**src/rtl/uart_tx_unit.sv**
```systemverilog
// UART transmitter: byte FIFO feeding an 8N1 serializer.
// txd and busy are registered from the current FSM state, so they lag the state by one clock.
module uart_tx_unit #(
  parameter int unsigned BIT_PERIOD = 5208,
  parameter int unsigned FIFO_DEPTH = 4
) (
  input  logic       clk,
  input  logic       rst,
  input  logic [7:0] din,
  input  logic       vld_tx,
  output logic       rdy_tx,
  output logic       txd,
  output logic       busy
);

  localparam int unsigned PtrW = (FIFO_DEPTH > 1) ? $clog2(FIFO_DEPTH) : 1;
  localparam int unsigned CntW = PtrW + 1;
  localparam logic [CntW-1:0] FullCnt = CntW'(FIFO_DEPTH);
  localparam logic [15:0] TickMax = 16'(BIT_PERIOD - 1);

  typedef enum logic [1:0] {StIdle, StStart, StData, StStop} state_e;

  logic [7:0]      r_mem [FIFO_DEPTH];
  logic [PtrW-1:0] r_wr_ptr;
  logic [PtrW-1:0] r_rd_ptr;
  logic [CntW-1:0] r_count;
  state_e          r_state;
  logic [15:0]     r_tick;
  logic [2:0]      r_bit_cnt;
  logic [7:0]      r_shift;
  logic            r_txd;
  logic            r_busy;

  state_e          w_state_nxt;
  logic [15:0]     w_tick_nxt;
  logic [2:0]      w_bit_nxt;
  logic [7:0]      w_shift_nxt;
  logic            w_txd_nxt;
  logic            w_busy_nxt;
  logic            w_push;
  logic            w_pop;
  logic            w_tick_done;
  logic            w_not_empty;
  logic [7:0]      w_head;

  // Readiness depends only on the registered count; a pop in the same cycle never frees a slot.
  assign rdy_tx      = (r_count != FullCnt);
  assign w_push      = vld_tx & rdy_tx;
  assign w_not_empty = (r_count != '0);
  assign w_head      = r_mem[r_rd_ptr];
  assign w_tick_done = (r_tick == TickMax);

  assign txd  = r_txd;
  assign busy = r_busy;

  always_comb begin
    w_state_nxt = r_state;
    w_tick_nxt  = r_tick;
    w_bit_nxt   = r_bit_cnt;
    w_shift_nxt = r_shift;
    w_pop       = 1'b0;
    case (r_state)
      StIdle: begin
        w_tick_nxt = '0;
        if (w_not_empty) begin
          w_pop       = 1'b1;
          w_shift_nxt = w_head;
          w_bit_nxt   = '0;
          w_state_nxt = StStart;
        end
      end
      StStart: begin
        if (w_tick_done) begin
          w_tick_nxt  = '0;
          w_state_nxt = StData;
        end else begin
          w_tick_nxt = r_tick + 16'd1;
        end
      end
      StData: begin
        if (w_tick_done) begin
          w_tick_nxt  = '0;
          w_shift_nxt = {1'b0, r_shift[7:1]};
          w_bit_nxt   = r_bit_cnt + 3'd1;
          if (r_bit_cnt == 3'd7) begin
            w_state_nxt = StStop;
          end
        end else begin
          w_tick_nxt = r_tick + 16'd1;
        end
      end
      StStop: begin
        if (w_tick_done) begin
          w_tick_nxt = '0;
          // Chain straight into the next start bit so back-to-back frames have no gap.
          if (w_not_empty) begin
            w_pop       = 1'b1;
            w_shift_nxt = w_head;
            w_bit_nxt   = '0;
            w_state_nxt = StStart;
          end else begin
            w_state_nxt = StIdle;
          end
        end else begin
          w_tick_nxt = r_tick + 16'd1;
        end
      end
      default: begin
        w_state_nxt = StIdle;
        w_tick_nxt  = '0;
      end
    endcase
  end

  always_comb begin
    w_txd_nxt = 1'b1;
    case (r_state)
      StStart: w_txd_nxt = 1'b0;
      StData:  w_txd_nxt = r_shift[0];
      default: w_txd_nxt = 1'b1;
    endcase
    w_busy_nxt = (r_state != StIdle) | w_not_empty;
  end

  always_ff @(posedge clk or posedge rst) begin
    if (rst) begin
      r_state   <= StIdle;
      r_tick    <= '0;
      r_bit_cnt <= '0;
      r_shift   <= '0;
      r_txd     <= 1'b1;
      r_busy    <= 1'b0;
    end else begin
      r_state   <= w_state_nxt;
      r_tick    <= w_tick_nxt;
      r_bit_cnt <= w_bit_nxt;
      r_shift   <= w_shift_nxt;
      r_txd     <= w_txd_nxt;
      r_busy    <= w_busy_nxt;
    end
  end

  always_ff @(posedge clk or posedge rst) begin
    if (rst) begin
      r_wr_ptr <= '0;
      r_rd_ptr <= '0;
      r_count  <= '0;
    end else begin
      if (w_push) begin
        r_wr_ptr <= r_wr_ptr + PtrW'(1);
      end
      if (w_pop) begin
        r_rd_ptr <= r_rd_ptr + PtrW'(1);
      end
      case ({w_push, w_pop})
        2'b10:   r_count <= r_count + CntW'(1);
        2'b01:   r_count <= r_count - CntW'(1);
        default: r_count <= r_count;
      endcase
    end
  end

  // Storage needs no reset: only entries below the count are ever read.
  always_ff @(posedge clk) begin
    if (w_push) begin
      r_mem[r_wr_ptr] <= din;
    end
  end

endmodule

```
**config.mk**
```make
export PLATFORM = sky130hd
export DESIGN_NAME = uart_tx_unit
export DESIGN_NICKNAME = d
export VERILOG_FILES = /design/src/rtl/uart_tx_unit.sv
export SDC_FILE = /design/constraint.sdc
export NUM_CORES = 1
export LEC_CHECK = 0
export ABC_AREA = 0
export BUFFER_PORTS_ARGS = -buffer_cell sky130_fd_sc_hd__buf_2
export CORE_MARGIN = 2
export CORE_UTILIZATION = 35
export CTS_CLUSTER_SIZE = 8
export DETAILED_ROUTE_END_ITERATION = 8
export GPL_TIMING_DRIVEN = 1
export PLACE_DENSITY = 0.49
export SETUP_SLACK_MARGIN = 0.4
export SLEW_MARGIN = 20
export SYNTH_ARGS = -nofsm -noshare
export SYNTH_HDL_FRONTEND = slang
export SYNTH_SLANG_ARGS = --single-unit
```
**constraint.sdc**
```tcl
create_clock -name clk -period 2.57 [get_ports clk]
set_input_delay 0.257 -clock clk [delete_from_list [all_inputs] [get_ports clk]]
set_output_delay 0.257 -clock clk [all_outputs]
set_load 0.01 [all_outputs]
```
== Yosys cells after proc, flatten, opt, wreduce, memory -nomap -nowiden ==
Memory sizes are Yosys's and may differ from the RTL's.
Index checks and enable logic that the tools add are counted.
Storage, ports and cells
  logic and storage cells: 63
  memories: 1
  input bits: 11
  RAM bits: 32
  output and inout bits: 3
  bits in registers: 38
Cells by class
  reduce and logical (&&, ||, !) cells: 8
  equal/unequal tests: 13
  mux-type cells: 24
  $add $sub $neg: 6
  bitwise logic cells: 2
Memories
  r_mem: depth 4, width 8, read ports 1, clocked after memory_dff 0, wr ports 1, RTL line 23  | logic [7:0] r_mem [FIFO_DEPTH];
Operators by type and width (count)
  $pmux 16 s2: 1
  $mux 8: 3
  $pmux 8 s3: 1
  $add 16x1->16 const B: 1
  $eq 16x13->1 const B: 1
  $mux 16: 1
  $mux 2: 5
  $ne 2x2->1 const B: 5
  $mux 3: 3
  $pmux 3 s3: 1
  $pmux 2 s4: 1
  $add 3x1->3 const B: 2
  $eq 2x2->1 const B: 3
  $pmux 3 s2: 1
  $reduce_bool 3->1: 2
  $mux 1: 5
  $reduce_and 5->1: 1
  $add 2x1->2 const B: 2
  $eq 2x1->1 const B: 2
  $pmux 1 s2: 2
  $reduce_bool 2->1: 2
  $eq 3x3->1 const B: 1
  $ne 3x3->1 const B: 1
  $reduce_and 3->1: 1
  5 further kinds: 5

== Longest topological paths before layout ==
  word-level depth: 6
  mapped depth: 12
  mapped depth without buffers: 11

== Worst setup path before layout ==
No wires, ideal clock.
  kind: flip-flop to flip-flop
  from: register r_tick[0]
  to: register r_count[2]
  arrival time: 2.333 ns
  data required time: 2.491 ns
  path buffers: 1
  library setup time: 0.079 ns
  clock period less this slack: 2.413 ns
  stages on the path, launching flop included: 13
  slack: 0.157 ns
  cells stage by stage: dfrtp_1 ha_1 and3_1 and4_1 buf_2 a21oi_1 nor2_1 ha_1 inv_1 fa_1 xor2_1 nor2_1 xor2_1
Between the ends
  longest elaborated chain between the ends: 5
  elaborated cells on any way between the ends: 7
  classes of those cells: eq/ne (3); mux (3); reduce/logical (1)
RTL lines
  start: declaration: RTL line 28  | logic [15:0] r_tick;
  start signal: assignment: RTL line 135  | r_tick <= w_tick_nxt;
  $eq 16x13->1 (*): RTL line 51  | assign w_tick_done = (r_tick == TickMax);
  $mux 1 (*): RTL line 93  | if (w_tick_done) begin
  $pmux 1 s2 (*): RTL line 62  | case (r_state)
  net w_pop: RTL line 41  | logic w_pop;
  $eq 2x1->1 or $eq 2x2->1 (tied branches): RTL line 155  | case ({w_push, w_pop})
  $pmux 3 s2 or $reduce_bool 2->1 (tied branches)
  end signal: assignment: RTL line 156  | 2'b10: r_count <= r_count + CntW'(1);
  end signal: assignment: RTL line 157  | 2'b01: r_count <= r_count - CntW'(1);
  end signal: assignment: RTL line 158  | default: r_count <= r_count;
  end: declaration: RTL line 26  | logic [CntW-1:0] r_count;
Mark *: on every way through the listed nets, which the timed path passes. The rest lies on a longest branch.
A chain may end at the register's enable or synchronous reset.

== Final worst setup path ==
  from: register r_tick[3]
  to: register r_count[2]
The elaborated chain is that of the path after synthesis.

==> run_results.csv <==
group,metric,value,unit
clock_network,cts_tree,"done",
place,dp.cells,384,
floorplan,start_util,36.0,%
status,status,"complete, no violations",
routing,via_per_inst,4.87,
timing,slew_violations,0,
timing,max_slew_margin,65.9,%
floorplan,core.rowCount,35,
timing,setup_viol,0,
setup_path,worst_path_largest_cell_delay,440,ps
setup_path,cp_max_fo,2,
setup_path,endpoint,"r_count[2]",
yosys,syn_area_per_cell,13.4,sq um
setup_path,cp_common_cell,"xor2_1",
routing,met3_length,183,microns
global_route,grt_pass1_wl,10300,microns
yosys,synthCells,248,
setup_path,r2r_setup_slack,390,ps
place,place.gp.congestion,0.720,
place,portBuffers,13,
clock_network,cts.hold.buffers_added,0,
global_route,grt_use_total,13.1,%
setup_path,cp-startpoint,"r_tick[3]",
yosys,syn_area,3320,sq um
global_route,antenna_found_initial,0,
yosys,ys_warn_count,0,
routing,met2WireLength,2920,microns
floorplan,fp.dieW,101,microns
timing,post-route-period-util,84.7,%
setup_path,crit_type,"reg2reg",
yosys,synth-edff-count,32,
clock_network,h-tree-depth,3,
yosys,synth_top_cell_area_share,28.9,%
routing,top_layer,"met4",
flow_run,cap_viol_max_count,0,
clock_network,path_clk_slew,90,ps
timing,grt_setup_unrepaired,"true",
clock_network,root_buffer,"clkbuf_8",
setup_path,rr_startpoint,"r_tick[3]",
power,power.density,687,nW/um^2
timing,fin_tns_setup,0,ps
final_layout,seq_area,1920,sq um
final_layout,final_cells,412,
global_route,grt_max_degree,39,
setup_path,required,2850,ps
setup_path,worstReg2RegEnd,"r_count[2]",
timing,post-route-min-period,2180,ps
min_path,hold_path.class,"in2async",
place,dp_hpwl,3960,microns
clock_network,clock_sinks,70,
routing,met1Wirelength,2830,microns
clock_network,clock_latency,350,ps
floorplan,ioPinCount,14,
final_layout,drive_gt1_share,30.0,%
routing,finalWirelength,6040,microns
final_layout,diodes,0,
yosys,yosysUniqueCellTypes,49,
timing,hold_viol_final,0,
routing,final_antenna_net_count,0,
final_layout,nets,303,
timing,finClkSkew,9.17,ps
routing,num_vias,2005,
yosys,synth_ff_type,"dfrtp_1",
final_layout,multi_input_area,1350,sq um
routing,post-route-drc-count,0,
yosys,synth-seq-cells,70,
setup_path,r2r_cells,10,
yosys,synth_area_leader_cell,"edfxtp_1",
global_route,gr-total-overflow,0,
setup_path,setup.worst_path.end_class,"flop",
timing,tightest_slew,512,ps
yosys,synthArstFlopShare,54.3,%
clock_network,clk_path_buf_depth,2,
yosys,synth.most_common_cell,"dfrtp_1",
floorplan,die_area,10300,sq um
routing,dr.pass1.iters,4,
timing,fmax,459,MHz
yosys,synthTopCellsByCount,"dfrtp_1, edfxtp_1, nor2_1, inv_1",
power,p_leak,1.57,nW
setup_path,worstPathCellList,"nor4b_2 > and4_4 > a21oi_2 > nor2_2 > ha_2 > inv_1 > fa_2 > xor2_1 > nor2_1 > xor2_1",
timing,setup_slack,394,ps
setup_path,slowest_stage,"dfrtp_2",
clock_network,cts_made_buffers,9,
yosys,synth-seq-area-share,57.6,%
place,dp_slack,192,ps
setup_path,worst_ep_arrival_time,2450,ps
yosys,synthesis.nets,273,
power,power,2.67,mW
yosys,synth_area_leaders,"edfxtp_1, dfrtp_1, ha_1",
setup_path,setup.worst_path.start_class,"flop",
global_route,grt_pass1_vias,2019,
final_layout,syn2layout_area_growth,17.0,%
final_layout,n_fill_cell,859,
floorplan,chipHeight,101,microns
floorplan,fp.coreArea,9240,sq um
power,vdd_drop_max,372,uV
routing,avgRoutedWirePerCell,14.7,microns
routing,drt-initial-drc-count,51,
area by class of cell:
class,count,area share (%)
clock buffer,9,3.19
clock inverter,7,2.29
inverter,17,1.64
multi-input combinational,151,34.6
sequential,70,49.3
tap,129,4.15
timing repair buffer,29,4.76
registers in the layout (all words and copies together) (netlist names):
signal and count:
busy 1, r_bit_cnt 3, r_count 3, r_mem 32, r_rd_ptr 2, r_shift 8, r_state 2, r_tick 16
r_wr_ptr 2, txd 1
metrics by stage:
step,util (%),area (sq um),hold slack (ps)
3_5_place_dp,38.6,3560,419
6_report,42.1,3890,19.7
2_1_floorplan,-,3380,356
3_3_place_gp,38.6,3560,417
4_1_cts,41.9,3870,38.4
5_1_grt,42.1,3890,60.5
worst max-delay path: cells and delay by family (launching register included):
| family | cells | cell delay [ps] |
|---|---|---|
| compound gates | 1 | 70 |
| simple gates | 4 | 740 |
| xor+xnor | 2 | 300 |
| buf+inv | 1 | 50 |
| fa+ha+maj | 2 | 510 |
| flops | 1 | 440 |
placed cells by master (no fill, tap or decap), drive strengths merged, types with 9 or more instances in the layout:
| cell | n |
|---|---|
| dfrtp | 37 |
| edfxtp | 32 |
| buf | 29 |
| inv | 21 |
| nor2 | 18 |
| mux2 | 15 |
| ha | 13 |
| nand3 | 11 |
| clkbuf | 9 |
| nor3 | 9 |
worst min path at each step:
| stage | endpoint | from | depth (start not counted) | slack (ps) |
|---|---|---|---|---|
| finish | r_tick[13] | rst | 3 | 20 |
| global route | r_count[1] | rst | 3 | 60 |
| CTS | r_count[2] | rst | 3 | 40 |
| detailed placement | r_shift[5] | rst | 3 | 420 |
| global placement | r_shift[5] | rst | 3 | 420 |
| floorplan | r_mem[0][0] | din[0] | 0 | 360 |
what timing repair did:
action	4_1_cts	5_1_grt
hold endpoints to repair	0	0
resized for setup	7	4
pin swaps	7	2
setup endpoints to repair	7	9
buffers inserted	11	1
layer usage:
layer	global-route usage, %	up-vias
met1	16.5	990
met4	4.37	0
met5	0	-
met2	21.6	27
li1	-	978
met3	4.07	10
cells by family (layout without fill, tap and decap cells):
kind of cell	Yosys count	in the layout	synth area share, %
buffers and inverters	27	62	3.88
multiplexers	25	25	12.0
adder cells (fa/ha/maj)	14	14	5.50
AND/OR/NAND/NOR	72	72	11.9
AO/OA/AOI/OAI	24	24	4.86
flip-flops	70	70	57.6
XOR/XNOR	16	16	4.22
power by group:
part           internal, mW  switching [mW]  total [mW]
sequential             1.33          0.0677        1.39
clock                 0.473           0.481       0.954
combinational         0.136           0.188       0.324
Note: power is estimated with default switching activity, not from simulation.
